[src/rtl/disp_scan_ctrl.sv]
// disp_scan_ctrl: 4-digit multiplexed 7-segment scan controller.
// Double-buffered digit data is committed once per frame.
// Each digit is shown for 2^DIV_W clocks, followed by GAP_CYC dead clocks.
// Ports: clk, rst (async, active-high), en, ld, din[15:0], dp_in[3:0],
//        blank_in[3:0] -> d_out[3:0], le, pt, an[3:0] (active-low),
//        pend, frame_tick. All outputs are registered.
// Optional macro SCAN_BLANK_ZERO_EN: leading-zero suppression on digits 3..1.
module disp_scan_ctrl #(
    parameter int DIV_W   = 17,
    parameter int GAP_CYC = 2
) (
    input  logic        clk,
    input  logic        rst,
    input  logic        en,
    input  logic        ld,
    input  logic [15:0] din,
    input  logic [3:0]  dp_in,
    input  logic [3:0]  blank_in,
    output logic [3:0]  d_out,
    output logic        le,
    output logic        pt,
    output logic [3:0]  an,
    output logic        pend,
    output logic        frame_tick
);

    typedef enum logic [1:0] {
        ST_OFF,
        ST_SHOW,
        ST_GAP
    } state_t;

    localparam logic [DIV_W-1:0] PRESC_MAX = '1;
    localparam logic [3:0]       GAP_LAST  = 4'(GAP_CYC - 1);

    state_t            r_state;
    state_t            w_state_nx;
    logic [1:0]        r_idx;
    logic [1:0]        w_idx_nx;
    logic [DIV_W-1:0]  r_presc;
    logic [DIV_W-1:0]  w_presc_nx;
    logic [3:0]        r_gcnt;
    logic [3:0]        w_gcnt_nx;
    logic              w_commit;

    logic [15:0]       r_act_d;
    logic [3:0]        r_act_dp;
    logic [3:0]        r_act_bl;
    logic [15:0]       r_sh_d;
    logic [3:0]        r_sh_dp;
    logic [3:0]        r_sh_bl;
    logic              r_pend;
    logic              r_tick;

    logic [15:0]       w_act_d;
    logic [3:0]        w_act_dp;
    logic [3:0]        w_act_bl;
    logic [3:0]        w_digit;
    logic              w_zb;

    logic [3:0]        r_an;
    logic              r_le;
    logic              r_pt;
    logic [3:0]        r_d;
    logic [3:0]        w_an_nx;
    logic              w_le_nx;
    logic              w_pt_nx;
    logic [3:0]        w_d_nx;

    // Next-state logic. en low wins over every other transition.
    always_comb begin
        w_state_nx = r_state;
        w_idx_nx   = r_idx;
        w_presc_nx = r_presc;
        w_gcnt_nx  = r_gcnt;
        w_commit   = 1'b0;
        if (!en) begin
            w_state_nx = ST_OFF;
        end else begin
            unique case (r_state)
                ST_OFF: begin
                    w_state_nx = ST_SHOW;
                    w_idx_nx   = 2'd0;
                    w_presc_nx = '0;
                    w_commit   = 1'b1;
                end
                ST_SHOW: begin
                    if (r_presc == PRESC_MAX) begin
                        w_state_nx = ST_GAP;
                        w_presc_nx = '0;
                        w_gcnt_nx  = 4'd0;
                    end else begin
                        w_presc_nx = r_presc + 1'b1;
                    end
                end
                ST_GAP: begin
                    if (r_gcnt == GAP_LAST) begin
                        w_state_nx = ST_SHOW;
                        w_idx_nx   = r_idx + 2'd1;
                        w_gcnt_nx  = 4'd0;
                        w_commit   = (r_idx == 2'd3);
                    end else begin
                        w_gcnt_nx = r_gcnt + 4'd1;
                    end
                end
                default: begin
                    w_state_nx = ST_OFF;
                end
            endcase
        end
    end

    // Active data as it will be after this edge, so the outputs
    // registered on the commit edge already reflect the new frame.
    always_comb begin
        w_act_d  = r_act_d;
        w_act_dp = r_act_dp;
        w_act_bl = r_act_bl;
        if (w_commit) begin
            w_act_d  = r_sh_d;
            w_act_dp = r_sh_dp;
            w_act_bl = r_sh_bl;
        end
    end

    assign w_digit = w_act_d[{w_idx_nx, 2'b00} +: 4];

`ifdef SCAN_BLANK_ZERO_EN
    // w_lz[k]: active digits k..3 are all zero; digit 0 never suppressed.
    logic [3:0] w_lz;
    always_comb begin
        w_lz    = 4'b0000;
        w_lz[3] = (w_act_d[15:12] == 4'h0);
        w_lz[2] = w_lz[3] && (w_act_d[11:8] == 4'h0);
        w_lz[1] = w_lz[2] && (w_act_d[7:4] == 4'h0);
    end
    assign w_zb = w_lz[w_idx_nx];
`else
    assign w_zb = 1'b0;
`endif

    // Outputs are computed from next state so anode and data move together.
    always_comb begin
        w_an_nx = 4'b1111;
        w_le_nx = 1'b1;
        w_pt_nx = 1'b0;
        w_d_nx  = r_d;
        unique case (w_state_nx)
            ST_OFF: begin
                w_d_nx = 4'h0;
            end
            ST_SHOW: begin
                w_an_nx = ~(4'b0001 << w_idx_nx);
                w_d_nx  = w_digit;
                w_pt_nx = w_act_dp[w_idx_nx];
                w_le_nx = w_act_bl[w_idx_nx] | w_zb;
            end
            ST_GAP: begin
                w_d_nx = r_d;
            end
            default: begin
                w_d_nx = 4'h0;
            end
        endcase
    end

    always_ff @(posedge clk or posedge rst) begin
        if (rst) begin
            r_state  <= ST_OFF;
            r_idx    <= 2'd0;
            r_presc  <= '0;
            r_gcnt   <= 4'd0;
            r_act_d  <= 16'h0;
            r_act_dp <= 4'h0;
            r_act_bl <= 4'h0;
            r_sh_d   <= 16'h0;
            r_sh_dp  <= 4'h0;
            r_sh_bl  <= 4'h0;
            r_pend   <= 1'b0;
            r_tick   <= 1'b0;
            r_an     <= 4'b1111;
            r_le     <= 1'b1;
            r_pt     <= 1'b0;
            r_d      <= 4'h0;
        end else begin
            r_state  <= w_state_nx;
            r_idx    <= w_idx_nx;
            r_presc  <= w_presc_nx;
            r_gcnt   <= w_gcnt_nx;
            r_act_d  <= w_act_d;
            r_act_dp <= w_act_dp;
            r_act_bl <= w_act_bl;
            r_tick   <= w_commit;
            r_an     <= w_an_nx;
            r_le     <= w_le_nx;
            r_pt     <= w_pt_nx;
            r_d      <= w_d_nx;
            // A load on the commit edge keeps pend set for the next frame.
            if (ld) begin
                r_sh_d  <= din;
                r_sh_dp <= dp_in;
                r_sh_bl <= blank_in;
                r_pend  <= 1'b1;
            end else if (w_commit) begin
                r_pend <= 1'b0;
            end
        end
    end

    assign an         = r_an;
    assign le         = r_le;
    assign pt         = r_pt;
    assign d_out      = r_d;
    assign pend       = r_pend;
    assign frame_tick = r_tick;

endmodule

[config.mk]
export PLATFORM = sky130hd
export DESIGN_NAME = disp_scan_ctrl
export DESIGN_NICKNAME = d
export VERILOG_FILES = /design/src/rtl/disp_scan_ctrl.sv
export SDC_FILE = /design/constraint.sdc
export NUM_CORES = 1
export LEC_CHECK = 0
export CAP_MARGIN = 15
export CORE_MARGIN = 8
export CORE_UTILIZATION = 50
export CTS_CLUSTER_DIAMETER = 60
export DETAILED_ROUTE_END_ITERATION = 8
export HOLD_SLACK_MARGIN = 0.12
export PLACE_DENSITY = 0.78
export SYNTH_ARGS = -nofsm -noshare
export SYNTH_HDL_FRONTEND = slang
export SYNTH_SLANG_ARGS = --single-unit
[constraint.sdc]
create_clock -name clk -period 2.65 [get_ports clk]
set_input_delay 0.53 -clock clk [delete_from_list [all_inputs] [get_ports clk]]
set_output_delay 0.53 -clock clk [all_outputs]
set_load 0.1 [all_outputs]
==> results of run 1 <==
per-stage QoR:
step | setup slack [ps] | util | area, sq um
floorplan | 560 | - | 3830
detailed placement | 183 | 0.577 | 4370
global route | 102 | 0.604 | 4570
CTS | 293 | 0.604 | 4570
global placement | 221 | 0.577 | 4370
finish | 304 | 0.604 | 4570
final timing paths:
kind,to,slack [ps]
setup / recovery,d_out[0],300
hold reg to reg,r_presc[16],490
min in group asynchronous,r_presc[4],630
setup reg to reg,d_out[0],300
hold / removal,r_presc[16],490
max in group asynchronous,an[2],1630
per-layer routing:
layer,track usage,up-vias
met3,0.0469,8
li1,-,1226
met1,0.203,1262
met4,0.0634,0
met2,0.241,52
met5,0,-
state kept, by name (all words and copies together) (netlist names):
register	count
r_presc	17
r_act_d	16
r_sh_d	16
an	4
d_out	4
r_act_bl	4
r_act_dp	4
r_gcnt	4
r_sh_bl	4
r_sh_dp	4
r_idx	2
r_state	2
frame_tick	1
le	1
pend	1
pt	1
logic make-up after synthesis:
group                    Yosys count  share of synthesized area
AND/OR/NAND/NOR                   92                      0.125
flip-flops                        85                      0.558
multiplexers                      53                      0.157
AO/OA/AOI/OAI                     51                     0.0936
buffers and inverters             22                     0.0271
XOR/XNOR                          10                     0.0229
adder cells (fa/ha/maj)            5                     0.0164
power groups by stage:
stage          Combinational (mW)  Sequential (mW)  Clock (mW)
3_5_place_dp                0.453             1.52           0
2_1_floorplan               0.222             1.61           0
3_3_place_gp                0.439             1.52           0
5_1_grt                     0.488             1.51        1.02
6_report                    0.450             1.49       0.943
4_1_cts                     0.455             1.49       0.968
final cells by class:
type / instances / area, sq um
Fill cell: 584 / 2990
Sequential cell: 85 / 2130
Multi-Input combinational cell: 211 / 1590
Timing Repair Buffer: 52 / 483
Clock buffer: 11 / 151
Tap cell: 102 / 128
Clock inverter: 5 / 57.6
Inverter: 8 / 33.8
timing repair:
item	in CTS	in global routing
hold endpoints to repair	0	0
setup endpoints to repair	0	1
gates resized for setup	0	1
critical path, stage by stage (launching register included):
cell and delay [ps]:
dfrtp_1 410, inv_1 60, ha_1 180, nor3b_1 400
nand3_1 210, nand3_4 230, mux4_2 540, nor2_1 130
o21ai_1 70
layout by cell type, fill, tap and decap left out, types with 6 or more instances in the layout:
| cell | netlist | routed |
|---|---|---|
| clkbuf_8 | 0 | 11 |
| o21ai_0 | 16 | 15 |
| mux2_1 | 8 | 8 |
| dfrtp_1 | 80 | 80 |
| clkdlybuf4s50_1 | 0 | 27 |
| a21oi_1 | 6 | 6 |
| xor2_1 | 7 | 7 |
| nand3_1 | 12 | 12 |
| inv_1 | 7 | 6 |
| buf_4 | 2 | 23 |
| nor2_1 | 20 | 20 |
| mux2_2 | 39 | 39 |
| nand2_1 | 28 | 28 |
==> key figures, run 1 <==
Die
  – Die width: 103 microns
  – Die height: 103 microns
  – IO Count: 40
  – Starting Density: 0.505
  – Die area: 10700 sq um
  – Core area: 7570 sq um
  – Num rows: 32

Layout
  – Area Overhead vs Synth: 19.6%
  – # nets final: 400
  – Ant. Diodes: 0
  – Post-route insts no fill: 474
  – Proportion of layout cells with a drive suffix above 1: 0.250

Worst hold path
  – HP Class: flop to flop
  – Worst Hold Path Cells: 2
  – Hold path start: r_presc[16]

Global routing
  – GRT Resource Usage Total: 0.157
  – Vias in the first global route: 2684
  – Initial antenna violation count: 0
  – Largest net degree at the start of global routing: 86
  – Total gr overflow: 0
  – First-pass GRT wire length: 12900 microns

Power
  – Reg power frac: 0.517
  – Power Internal: 2.11 mW
  – Overall power: 2.89 mW
  – Sw frac: 0.269
  – Leakage Power: 1.95 nW
  – VDD IR max: 0.441 mV
  – Clock power share: 0.327
  – Power Density: 631 nW/um^2
  – Psw: 0.776 mW
  – Comb pwr share: 0.156

Synthesis
  – #FFs+latches synth: 85
  – Sequential element share of the synthesized area: 0.558
  – Area leader, netlist: dfrtp_1
  – Post-Synthesis Cells: 318
  – Synthesized cell area: 3820 sq um
  – Synthesized Nets: 351
  – Post-synth ARST share: 1.00
  – Yosys cell types: 55
  – Top cell type's share of synthesized area: 0.523
  – Top post-synthesis cells by area: dfrtp_1 52%, mux2_2 11%, dfstp_2 3.4%
  – EDFF count, synth: 0
  – Ys Warns: 0
  – Dominant synthesized flop cell: dfrtp_1
  – Syn avg cell area: 12.0 sq um
  – Most numerous cell in the Yosys netlist: dfrtp_1
  – Commonest cells in the netlist: 80 x dfrtp_1, 39 x mux2_2, 28 x nand2_1, 20 x nor2_1, 16 x o21ai_0

Worst setup path
  – Endpoint class of the critical path: flop
  – CP Class: flop to flop
  – Crit path launch type: flop
  – Worst r2r src: r_gcnt[1]
  – CP Max Fanout: 10
  – Critical Path AT: 2580 ps
  – Register-to-Register Path Depth: 8
  – CP Data Required Time: 2880 ps
  – Crit path from: r_gcnt[1]

STA
  – Max Clock Skew: 10.7 ps
  – Worst slew margin: 0.639
  – Pins Over Slew Limit: 0
  – RSZ-0062 raised after global routing: no
  – Worst Tran Pin Value: 540 ps
  – Final setup viols: 0
  – Setup TNS: 0 ps
  – Clock period minus worst slack: 2350 ps
  – Highest Clock Rate: 0.426 GHz
  – Crit share post-route: 0.885
  – WHS: 485 ps
  – Fin. Hold Viols: 0

Clocking
  – TritonCTS clock tree: yes
  – Total CTS buffers: 9
  – CTS Buffer Depth: 2
  – Root Driver: clkbuf_8
  – H-tree depth: 3
  – CTS Hold Bufs: 0
  – CTS clock-pin slew for the worst setup and hold paths: 80 ps
  – Clk Latency, worst-skew pair: 350 ps
  – # clock sinks: 85
  – Post CTS Setup Buffer Count: 0

Drt
  – Post-route ant nets: 0
  – Detail Route met3 WL: 352 microns
  – WL met2: 3540 microns
  – Remaining DRCs: 0
  – Met1 wire length: 3450 microns
  – WL/cell: 15.7 microns
  – Total routed wirelength: 7440 microns
  – Vias per cell: 5.38
  – Iteration-0 DRC Markers: 142
  – Highest Signal Layer: met4
  – Via count: 2548
  – DR pass1 iterations: 4

Placed design
  – RD Place Congestion: 0.848
  – Total placed cells including tap cells: 458
  – PortBufs: 39
  – Dpl hpwl: 5310 microns

Run status
  – Status: completed

Flow run
  – Max Cap Violations: 0
(Power assumes the default switching activity.)
==> run 2, diff against run 1 <==
--- a/config.mk
+++ b/config.mk
@@ -7,11 +7,11 @@
 export LEC_CHECK = 0
 export CAP_MARGIN = 15
 export CORE_MARGIN = 8
-export CORE_UTILIZATION = 50
+export CORE_UTILIZATION = 30
 export CTS_CLUSTER_DIAMETER = 60
 export DETAILED_ROUTE_END_ITERATION = 8
 export HOLD_SLACK_MARGIN = 0.12
-export PLACE_DENSITY = 0.78
+export PLACE_DENSITY = 0.5
 export SYNTH_ARGS = -nofsm -noshare
 export SYNTH_HDL_FRONTEND = slang
 export SYNTH_SLANG_ARGS = --single-unit
==> run 2 against run 1 <==
Compared with the run above:
- cell count increased by 16%
- die area increased by 55%
- fmax decreased by 0.37%
- global-route usage decreased by 4.9 points
- sequential cell count unchanged
- utilization decreased by 22 points
- total power increased by 7.7%
- critical path depth increased by 2
- register-to-register slack about the same
- critical path type unchanged
==> key figures, run 2 (synthesized netlist as in run 1, its figures left out) <==
Run status
  – Status: completed

Flow run
  – Max Cap Violations: 0 (unchanged)

Worst setup path
  – Slowest stage delay, CP: 430 ps (-110 ps)
  – Top delay family on crit path: simple AND/OR/NAND/NOR gates
  – CP Max Fanout: 5 (-5)
  – Crit path max-delay cell type: o21ai_0
  – CP Data Required Time: 2890 ps (about the same)
  – Endpoint class of the critical path: flop
  – CP cell instances: and4_1 -> and2_1 -> and3_1 -> nand2_1 -> nor2_1 -> ha_1 -> and3b_1 -> o21ai_0 -> o21ai_0 -> o31ai_1
  – Crit path launch type: flop
  – Critical Path AT: 2590 ps (about the same)
  – Worst Path Buf+Inv: 0 (-1)
  – Most common cell on crit path: o21ai_0
  – CP Class: flop to flop

STA
  – Final setup viols: 0 (unchanged)
  – Highest Clock Rate: 0.425 GHz (-0.37%)
  – Crit share post-route: 0.889 (+0.00329)
  – Clock period minus worst slack: 2350 ps (+8.73 ps)
  – Pins Over Slew Limit: 0 (unchanged)
  – Final worst slack: 295 ps (-8.73 ps)
  – Worst slew margin: 0.578 (-0.0616)
  – Worst Tran Pin Value: 632 ps (+92.2 ps)
  – RSZ-0062 raised after global routing: no
  – Setup TNS: 0 ps (unchanged)
  – Max Clock Skew: 5.45 ps (-5.22 ps)
  – Fin. Hold Viols: 0 (unchanged)

Clocking
  – PostCTS Resize Cnt: 0 (unchanged)
  – Root Driver: clkbuf_16
  – Total CTS buffers: 9 (unchanged)
  – Post CTS Setup Buffer Count: 0 (unchanged)
  – CTS Buffer Depth: 2 (unchanged)
  – H-tree depth: 3 (unchanged)
  – # clock sinks: 85 (unchanged)
  – Clk Latency, worst-skew pair: 340 ps (about the same)
  – CTS clock-pin slew for the worst setup and hold paths: 60 ps (-20 ps)
  – TritonCTS clock tree: yes
  – CTS Hold Bufs: 0 (unchanged)

Die
  – IO Count: 40 (unchanged)
  – Core area: 12500 sq um (+65%)
  – Die width: 129 microns (+25%)
  – Die height: 129 microns (+25%)
  – Die area: 16600 sq um (+55%)
  – Num rows: 41 (+28%)
  – Starting Density: 0.306 (-0.200)

Power
  – Leakage Power: 2.00 nW (+2.9%)
  – Clock power share: 0.371 (+0.044)
  – Power Density: 648 nW/um^2 (+2.7%)
  – VDD IR max: 0.442 mV (+0.20%)
  – Sw frac: 0.263 (-0.00623)
  – Reg power frac: 0.482 (-0.035)
  – Power Internal: 2.29 mW (+8.6%)
  – Psw: 0.816 mW (+5.2%)
  – Overall power: 3.11 mW (+7.7%)
  – Comb pwr share: 0.147 (-0.009)

Placed design
  – Total placed cells including tap cells: 533 (+16%)
  – PortBufs: 39 (unchanged)
  – RD Place Congestion: 0.755 (-11%)
  – Dpl cell area: 4520 sq um (+3.6%)
  – Dpl hpwl: 5810 microns (+9.4%)
  – Pre-CTS setup slack: 137 ps (-47.0 ps)

Drt
  – Vias per cell: 4.71 (-12%)
  – Via count: 2587 (+1.5%)
  – Iteration-0 DRC Markers: 198 (+39%)
  – Remaining DRCs: 0 (unchanged)
  – Total routed wirelength: 8160 microns (+9.7%)
  – Post-route ant nets: 0 (unchanged)
  – DR pass1 iterations: 4 (unchanged)
  – WL/cell: 14.9 microns (-5.3%)

Global routing
  – Vias in the first global route: 2686 (+0.075%)
  – Largest net degree at the start of global routing: 30 (-65%)
  – GR Util met1: 0.147 (-0.0560)
  – Total gr overflow: 0 (unchanged)
  – GRT Resource Usage Total: 0.108 (-0.0491)
  – Initial antenna violation count: 0 (unchanged)
  – First-pass GRT wire length: 14000 microns (+8.7%)
  – GR Util met2: 0.156 (-0.0842)
  – GR Layer Usage met3: 0.0364 (-0.0104)
  – Top Usage Layer GRT: met2

Layout
  – Number of flip-flops in the largest register: 17 (unchanged)
  – Proportion of layout cells with a drive suffix above 1: 0.252 (+0.00199)
  – Largest Register: r_presc
  – Commonest non-fill, non-tap cell in the layout: dfrtp_1
  – # nets final: 405 (+1.3%)
  – Post-route insts no fill: 549 (+16%)
  – Filler cells: 1255 (+110%)
  – Fin area: 4790 sq um (+4.8%)
  – Area Overhead vs Synth: 25.4%
  – Commonest cells after routing, fill and taps aside: 80 x dfrtp_1, 39 x mux2_2, 28 x nand2_1
  – Biggest regs: r_presc: 17 flops, r_act_d: 16 flops, r_sh_d: 16 flops
  – Ant. Diodes: 0 (unchanged)

Worst hold path
  – HP Class: flop to flop
-- run 2: final cells by class --
type                            instances  area, sq um  share of cell area
Sequential cell                        85         2130               0.445
Multi-Input combinational cell        211         1600               0.333
Timing Repair Buffer                   57          546               0.114
Clock buffer                           13          250              0.0522
Tap cell                              172          215              0.0449
Inverter                                8         33.8             0.00705
Clock inverter                          3         21.3             0.00444
-- run 2: worst paths after layout --
check / from / to / slack (ps) / cells past startpoint
hold / removal: r_presc[16] / r_presc[16] / 470 / 2
hold reg to reg: r_presc[16] / r_presc[16] / 470 / 2
setup / recovery: r_presc[8] / r_gcnt[3] / 300 / 10
setup reg to reg: r_presc[8] / r_gcnt[3] / 300 / 10
max in group asynchronous: rst / an[1] / 1370 / 3
min in group asynchronous: rst / r_presc[3] / 640 / 2
-- run 2: metal layers --
metal	wire (microns)	vias to the layer above
li1	-	1248
met1	4170	1288
met2	3570	44
met3	353	7
met4	74	0
met5	0	-
-- run 2: power groups by stage --
stage                     registers (mW)  clock network (mW)  logic, mW
after floorplan                     1.61                   0      0.222
after CTS                           1.50                1.20      0.465
after detailed placement            1.52                   0      0.463
after global routing                1.51                1.26      0.499
final                               1.50                1.15      0.458
after global placement              1.52                   0      0.458
-- run 2: tightest hold or removal path, stage by stage, from the launching register on --
cell and delay [ps]:
dfrtp_1 340, nand2_1 50, nand2_1 50
-- run 2: per-stage QoR --
| step | hold WS (ps) | util |
|---|---|---|
| finish | 473 | 0.383 |
| floorplan | 441 | - |
| detailed placement | 466 | 0.361 |
| CTS | 480 | 0.383 |
| global placement | 459 | 0.361 |
| global route | 490 | 0.383 |
